$ cat config.mk
export PLATFORM = sky130hd
export DESIGN_NAME = rib_arb
export DESIGN_NICKNAME = d
export VERILOG_FILES = /design/src/rtl/rib_arb_pkg.sv /design/src/rtl/rib_prio_enc.sv /design/src/rtl/rib_arb.sv
export SDC_FILE = /design/constraint.sdc
export NUM_CORES = 1
export LEC_CHECK = 0
export BUFFER_PORTS_ARGS = -buffer_cell sky130_fd_sc_hd__clkbuf_2
export CAP_MARGIN = 20
export CORE_AREA = 2 2 157 159
export CTS_CLUSTER_DIAMETER = 200
export DETAILED_ROUTE_END_ITERATION = 6
export DIE_AREA = 0 0 159 161
export SETUP_SLACK_MARGIN = 0.2
export SYNTH_ARGS = -nofsm -noshare
export SYNTH_HDL_FRONTEND = slang
export SYNTH_SLANG_ARGS = --single-unit
$ cat constraint.sdc
create_clock -name clk -period 3.5 [get_ports clk]
set_input_delay 0.35 -clock clk [delete_from_list [all_inputs] [get_ports clk]]
set_output_delay 0.35 -clock clk [all_outputs]
set_load 0.005 [all_outputs]
$ cat src/rtl/rib_arb_pkg.sv
// Shared types and constants for the RIB system-bus arbiter.
// Holds FSM state encodings, master index assignments and width helpers.
package rib_arb_pkg;

  typedef enum logic [1:0] {
    ARB_IDLE   = 2'd0,
    ARB_ACTIVE = 2'd1,
    ARB_RESP   = 2'd2
  } arb_state_e;

  localparam int M_JTAG  = 0;
  localparam int M_EXU   = 1;
  localparam int M_CLINT = 2;
  localparam int M_IFU   = 3;

  // The counter must be able to hold TIMEOUT itself, hence the +1.
  function automatic int cnt_width(input int timeout);
    return (timeout < 1) ? 1 : $clog2(timeout + 1);
  endfunction

  function automatic int idx_width(input int n);
    return (n > 1) ? $clog2(n) : 1;
  endfunction

endpackage

$ cat src/rtl/rib_prio_enc.sv
// Lowest-index-first priority encoder: index 0 always wins.
// valid_o is high whenever any request bit is set.
module rib_prio_enc #(
  parameter int N  = 4,
  parameter int IW = 2
) (
  input  logic [N-1:0]  req_i,
  output logic [IW-1:0] idx_o,
  output logic          valid_o
);

  // Scan from the top down so the last hit is the lowest set index.
  always_comb begin
    idx_o = '0;
    for (int i = N - 1; i >= 0; i--) begin
      if (req_i[i]) idx_o = IW'(i);
    end
  end

  assign valid_o = |req_i;

endmodule

$ cat src/rtl/rib_arb.sv
// Fixed-priority, transaction-locking arbiter sharing the single bus slave
// between JTAG, EXU, CLINT and IFU, with a pipeline hold request output.
module rib_arb
  import rib_arb_pkg::*;
#(
  parameter int NUM_M   = 4,
  parameter int AW      = 32,
  parameter int DW      = 32,
  parameter int TIMEOUT = 255
) (
  input  logic                clk,
  input  logic                rst,
  input  logic [NUM_M-1:0]    m_req_i,
  input  logic [NUM_M*AW-1:0] m_addr_i,
  input  logic [NUM_M-1:0]    m_we_i,
  input  logic [NUM_M*DW-1:0] m_wdata_i,
  output logic [NUM_M-1:0]    m_gnt_o,
  output logic [NUM_M-1:0]    m_rvalid_o,
  output logic [DW-1:0]       m_rdata_o,
  output logic                m_err_o,
  output logic                s_req_o,
  output logic [AW-1:0]       s_addr_o,
  output logic                s_we_o,
  output logic [DW-1:0]       s_wdata_o,
  input  logic [DW-1:0]       s_rdata_i,
  input  logic                s_ack_i,
  output logic                hold_flag_o
);

  localparam int OW = idx_width(NUM_M);
  localparam int CW = cnt_width(TIMEOUT);

  arb_state_e    state_q, state_d;
  logic [OW-1:0] owner_q, owner_d;
  logic [CW-1:0] cnt_q, cnt_d;
  logic [AW-1:0] addr_q, addr_d;
  logic          we_q, we_d;
  logic [DW-1:0] wdata_q, wdata_d;
  logic [DW-1:0] rdata_q, rdata_d;
  logic          err_q, err_d;

  logic [OW-1:0] enc_idx;
  logic          enc_valid;
  logic [AW-1:0] sel_addr;
  logic          sel_we;
  logic [DW-1:0] sel_wdata;
  logic [NUM_M-1:0] owner_onehot;

  rib_prio_enc #(
    .N  (NUM_M),
    .IW (OW)
  ) u_prio_enc (
    .req_i   (m_req_i),
    .idx_o   (enc_idx),
    .valid_o (enc_valid)
  );

  always_comb begin
    sel_addr  = '0;
    sel_we    = 1'b0;
    sel_wdata = '0;
    for (int i = 0; i < NUM_M; i++) begin
      if (enc_idx == OW'(i)) begin
        sel_addr  = m_addr_i[i*AW +: AW];
        sel_we    = m_we_i[i];
        sel_wdata = m_wdata_i[i*DW +: DW];
      end
    end
  end

  // The winning master's command is captured once in IDLE so the slave sees
  // a stable transaction even if the master changes its inputs afterwards.
  always_comb begin
    state_d = state_q;
    owner_d = owner_q;
    cnt_d   = cnt_q;
    addr_d  = addr_q;
    we_d    = we_q;
    wdata_d = wdata_q;
    rdata_d = rdata_q;
    err_d   = err_q;
    case (state_q)
      ARB_IDLE: begin
        cnt_d = '0;
        if (enc_valid) begin
          owner_d = enc_idx;
          addr_d  = sel_addr;
          we_d    = sel_we;
          wdata_d = sel_wdata;
          state_d = ARB_ACTIVE;
        end
      end
      ARB_ACTIVE: begin
        cnt_d = cnt_q + CW'(1);
        if (s_ack_i) begin
          rdata_d = s_rdata_i;
          err_d   = 1'b0;
          state_d = ARB_RESP;
        end else if (cnt_q == CW'(TIMEOUT - 1)) begin
          rdata_d = '0;
          err_d   = 1'b1;
          state_d = ARB_RESP;
        end
      end
      ARB_RESP: begin
        cnt_d   = '0;
        state_d = ARB_IDLE;
      end
      default: begin
        cnt_d   = '0;
        state_d = ARB_IDLE;
      end
    endcase
  end

  always_ff @(posedge clk or posedge rst) begin
    if (rst) begin
      state_q <= ARB_IDLE;
      owner_q <= '0;
      cnt_q   <= '0;
      addr_q  <= '0;
      we_q    <= 1'b0;
      wdata_q <= '0;
      rdata_q <= '0;
      err_q   <= 1'b0;
    end else begin
      state_q <= state_d;
      owner_q <= owner_d;
      cnt_q   <= cnt_d;
      addr_q  <= addr_d;
      we_q    <= we_d;
      wdata_q <= wdata_d;
      rdata_q <= rdata_d;
      err_q   <= err_d;
    end
  end

  always_comb begin
    owner_onehot          = '0;
    owner_onehot[owner_q] = 1'b1;
  end

  always_comb begin
    m_gnt_o    = '0;
    m_rvalid_o = '0;
    m_rdata_o  = '0;
    m_err_o    = 1'b0;
    s_req_o    = 1'b0;
    s_addr_o   = '0;
    s_we_o     = 1'b0;
    s_wdata_o  = '0;
    case (state_q)
      ARB_ACTIVE: begin
        m_gnt_o   = owner_onehot;
        s_req_o   = 1'b1;
        s_addr_o  = addr_q;
        s_we_o    = we_q;
        s_wdata_o = wdata_q;
      end
      ARB_RESP: begin
        m_gnt_o    = owner_onehot;
        m_rvalid_o = owner_onehot;
        m_rdata_o  = rdata_q;
        m_err_o    = err_q;
      end
      default: ;
    endcase
  end

  // Pending non-IFU requests stall the pipeline even before they are granted;
  // reset forces the hold low so the pipeline is released immediately.
  assign hold_flag_o = !rst &&
                       (((state_q != ARB_IDLE) && (owner_q != OW'(NUM_M - 1))) ||
                        (|m_req_i[NUM_M-2:0]));

endmodule

Word level (Yosys, flattened, before mapping)
Cells that the tools add are included.
{"block": "op_classes", "magnitude_cmp": 2, "n_eq_ne": 9, "add_sub_neg": 1, "n_reduce_logical": 15, "muxes": 35}
{"operator": "$mux W32", "count": 13}
{"operator": "$mux W2", "count": 7}
{"operator": "$mux W1", "count": 10}
{"operator": "$add A8 B1 Y8 const B", "count": 1}
{"operator": "$eq A8 B8 Y1 const B", "count": 1}
{"operator": "$mux W4", "count": 2}
{"operator": "$mux W8", "count": 1}
{"operator": "$eq A2 B2 Y1 const B", "count": 3}
{"operator": "$reduce_and A2 Y1", "count": 3}
{"operator": "$eq A2 B1 Y1 const B", "count": 2}
{"operator": "$logic_not A2 Y1", "count": 2}
{"operator": "$ne A2 B2 Y1 const B", "count": 2}
{"operator": "$pmux W2 S2", "count": 1}
{"operator": "$reduce_bool A2 Y1", "count": 2}
{"operator": "$reduce_or A4 Y1", "count": 1}
{"operator": "$logic_and A1 B1 Y1", "count": 3}
{"operator": "$lt A2 B3 Y1 const B", "count": 1}
{"operator": "$ne A3 B3 Y1 const B", "count": 1}
{"operator": "$reduce_or A3 Y1", "count": 1}
{"operator": "$demux W1 S2", "count": 1}
{"operator": "$ge A2 B1 Y1 const B", "count": 1}
{"operator": "$reduce_or A2 Y1", "count": 1}
{"operator": "$logic_not A1 Y1", "count": 1}
{"operator": "$logic_or A1 B1 Y1", "count": 1}
{"block": "word_totals", "register_bits": 110, "in_bits": 299, "out_inout_bits": 108, "elab_cells": 70}

Longest topological paths before layout
{"block": "logic_depth", "word_depth": 9, "ltp_mapped": 8}

Modules after synthesis
Synthesis repeated with hierarchy kept, for this count alone.
{"block": "unflattened", "cells_unflattened": 550, "area_unflattened_um2": 6752.7}
{"mod": "rib_arb", "area_per_inst_um2": 6717.7, "instances": 1, "cells_per_inst": 543, "seq_area_each_um2": 2752.6}
{"mod": "rib_prio_enc", "area_per_inst_um2": 35.0, "instances": 1, "cells_per_inst": 7, "seq_area_each_um2": 0.0}

Least setup slack after synthesis
Ideal clock, no wire load.
{"block": "synth_timing", "path_type": "input to output", "startpoint": "input rst", "endpoint": "output hold_flag_o", "arrival_time_ns": 3.020, "stages": 2, "slack_ns": 0.130, "n_path_buf": 0, "required_ns": 3.150, "path_cell_list": "inv_1 o31a_1"}
{"block": "synth_via", "elab_chain_cells": 2}
{"item": "start, declared", "line_no": "rib_arb.sv:12", "source": "input logic rst,"}
{"item": "$logic_not A1 Y1", "line_no": "rib_arb.sv:172", "source": "assign hold_flag_o = !rst &&"}
{"item": "$logic_and A1 B1 Y1", "line_no": "rib_arb.sv:172"}
{"item": "end, declared", "line_no": "rib_arb.sv:27", "source": "output logic hold_flag_o"}
No other way between the ends.

Worst setup path after layout
{"block": "layout_timing", "startpoint": "register state_q[1]", "endpoint": "output s_wdata_o[13]"}
{"block": "layout_via", "elab_chain_cells": 2}
{"item": "start, declared", "line_no": "rib_arb.sv:33", "source": "arb_state_e state_q, state_d;"}
{"item": "start signal, assigned", "line_no": "rib_arb.sv:127", "source": "state_q <= state_d;"}
{"item": "$eq A2 B1 Y1", "line_no": "rib_arb.sv:152", "source": "case (state_q)"}
{"item": "$mux W32", "line_no": "rib_arb.sv:152"}
{"item": "end, declared", "line_no": "rib_arb.sv:24", "source": "output logic [DW-1:0] s_wdata_o,"}
No other way between the ends.

==> impl_metrics.json <==
{
  "status": "completed",
  "yosys.area_share.xor_xnor_pct": 0.3652,
  "start_kind": "register",
  "dp_hpwl_mm": 20.61,
  "cts_hold_buf": 0,
  "timing.final.hold_violations": 0,
  "synthToLayoutAreaGrowth_pct": 35.34,
  "synth_top_cells_by_count": "dfrtp_1 (110), and2_1 (98), nor2_1 (72)",
  "power.leakage_nw": 4.576,
  "p_per_area_nw_per_um2": 754.3,
  "place.gp.congestion": 0.8723,
  "cts_max_level": 3,
  "initial_core_util_pct": 30.02,
  "crit_path_end_kind": "output pin",
  "synth_ff_type": "dfrtp_1",
  "muxShareOfSynthArea_pct": 0,
  "synthMostInstantiatedCell": "dfrtp_1",
  "yosys_warnings": 0,
  "dr.first_iter.drc_count": 606,
  "fin_crit_sh_pct": 74.80,
  "synthSimpleGateAreaFrac_pct": 22.31,
  "synth_compound_area_share_pct": 31.72,
  "grt_pass1_vias": 7406,
  "synth_top_family_by_area": "compound AO/OA/AOI/OAI gates",
  "dp_cells": 1419,
  "clock_skew_ns": 0.009611,
  "crit_chain": "inv_1 -> ha_2 -> buf_4 -> and2_1 -> clkbuf_2",
  "synth_area_leaders": "dfrtp_1 (38%), and2_1 (8.5%), a221oi_1 (7.9%)",
  "path_clk_slew_ns": 0.08,
  "grt_max_degree": 66,
  "slew_headroom_pct": 29.52,
  "p_total_mw": 7.345,
  "seq_area_frac_synth_pct": 38.26,
  "synth.largest_area_cell": "dfrtp_1",
  "routedWlPerCell_microns": 19.63,
  "setup_viol": 0,
  "r2r_setup_slack_ns": 1.13,
  "vias_per_cell": 5.321,
  "yosysTopAreaCellShare_pct": 38.26,
  "critPathMaxStageDelay_ns": 0.49,
  "core-area_sq_um": 23960,
  "synth_fa_ha_area_share_pct": 0.8696,
  "antenna_found_initial": 0,
  "async_flop_share_pct": 100.0,
  "port-buffer-count": 406,
  "antenna_cells": 0,
  "netlist_instances": 758,
  "drc_errors": 0,
  "layout_min_cycle_time_ns": 2.618,
  "crit_type": "reg2out",
  "clock_tree.buffer_depth": 2,
  "die_w_microns": 159,
  "netlist_area_sq_um": 7194,
  "final_nets": 1411,
  "overflow": 0,
  "worstPathRequired_ns": 3.15,
  "hold_class": "in2async",
  "die_h_microns": 161,
  "tightest_slew_ns": 1.057,
  "syn_avg_cell_area_sq_um": 9.491,
  "setup_slack_ns": 0.8821,
  "slowest_stage": "ha_2",
  "cp.arrival_ns": 2.27,
  "slew_violations": 0,
  "syn-num-nets": 1062,
  "peakVddDrop_mv": 0.3186,
  "cts_made_buffers": 9,
  "cts.sinks": 110,
  "fp-row-count": 57,
  "cts_setup_buffers": 0,
  "ant_nets": 0,
  "drive_gt1_share_pct": 45.95,
  "post_cts_resize_count": 0,
  "drt_wl_total_mm": 28.18,
  "crit_fanout": 42,
  "yosysUniqueCellTypes": 42,
  "num_vias": 7641,
  "clock_latency_ns": 0.36,
  "pre_cts_ws_ns": 1.153,
  "fmax_ghz": 0.3820,
  "cts_root_buf": "clkbuf_16",
  "first_pass_iters": 6,
  "synth_edf_count": 0,
  "die_area_sq_um": 25600,
  "drv_cap": 0,
  "grtUsageTotal_pct": 21.42,
  "fin_cells": 1436,
  "finalSetupTns_ns": 0,
  "ios": 407,
  "synth_seq_cells": 110,
  "grt_setup_unrepaired": "false",
  "cts_tree": "built",
  "grt_pass1_wl_mm": 43.33
}
-- layout make-up --
class,count,area (sq um)
sequential,110,2753
timing repair buffer,425,2232
clock inverter,7,80.08
fill,2480,14230
tap,324,405.4
inverter,7,30.03
multi-input combinational,554,4011
clock buffer,9,225.2
-- layout by cell type (no fill, tap or decap), types with 4 or more instances in the layout --
master / instances
clkbuf_2: 406
dfrtp_1: 110
and2_1: 98
nor2_1: 71
o21ai_0: 70
a221oi_1: 65
a211oi_1: 49
nor3_2: 43
o211a_1: 33
a221o_1: 32
nor3_1: 23
a211oi_2: 17
buf_4: 15
clkbuf_16: 9
a21oi_1: 6
inv_1: 6
and3_1: 5
nand3_1: 4
nor3b_1: 4
ha_1: 4
-- worst paths after layout --
path / from / depth (start not counted) / endpoint
setup / recovery: state_q[1] / 5 / s_wdata_o[13]
hold / removal: rst / 2 / rdata_q[22]
setup reg to reg: state_q[0] / 6 / addr_q[21]
hold reg to reg: cnt_q[0] / 1 / cnt_q[0]
max in group asynchronous: rst / 3 / addr_q[19]
min in group clk: s_rdata_i[7] / 2 / rdata_q[7]
-- flip-flops by register name, indices dropped and copies added, names as in the netlist --
signal   count
addr_q      32
cnt_q        8
err_q        1
owner_q      2
rdata_q     32
state_q      2
wdata_q     32
we_q         1
-- through the flow --
stage          cell area [sq um]  hold slack, ns  utilization [%]
5_1_grt                     9737          0.1940            40.63
4_1_cts                     9709          0.1699            40.52
3_5_place_dp                9404          0.4806            39.24
6_report                    9737          0.1418            40.63
2_1_floorplan               7198          0.4536                -
3_3_place_gp                9404          0.4772            39.24
-- cells by family (layout without fill, tap and decap cells) --
logic type               after synthesis  count (layout)
flip-flops                           110             110
XOR/XNOR                               3               3
adder cells (fa/ha/maj)                5               5
AO/OA/AOI/OAI                        282             282
buffers and inverters                 94             448
AND/OR/NAND/NOR                      264             264
-- power breakdown --
group          internal [mW]  switching [mW]
combinational           1.78            2.18
clock                  0.569           0.534
sequential              1.89           0.390
-- routing by layer --
metal / GRT usage (%) / up-vias / share of wire, % / routed length [microns]
met2: 34.86 / 334 / 48 / 13510
met1: 28.78 / 3681 / 43 / 12050
met4: 6.612 / 0 / 2.7 / 758
met3: 4.340 / 46 / 6.6 / 1858
met5: 0 / - / 0 / 0
li1: - / 3580 / - / -
-- critical path, delay by kind of cell, from the launching register on --
kind / cells / cell delay (ns)
adders and majority gates: 1 / 0.49
buffers and inverters: 3 / 0.70
and+or+nand+nor: 1 / 0.28
DFF: 1 / 0.40
(Power assumes the default switching activity.)
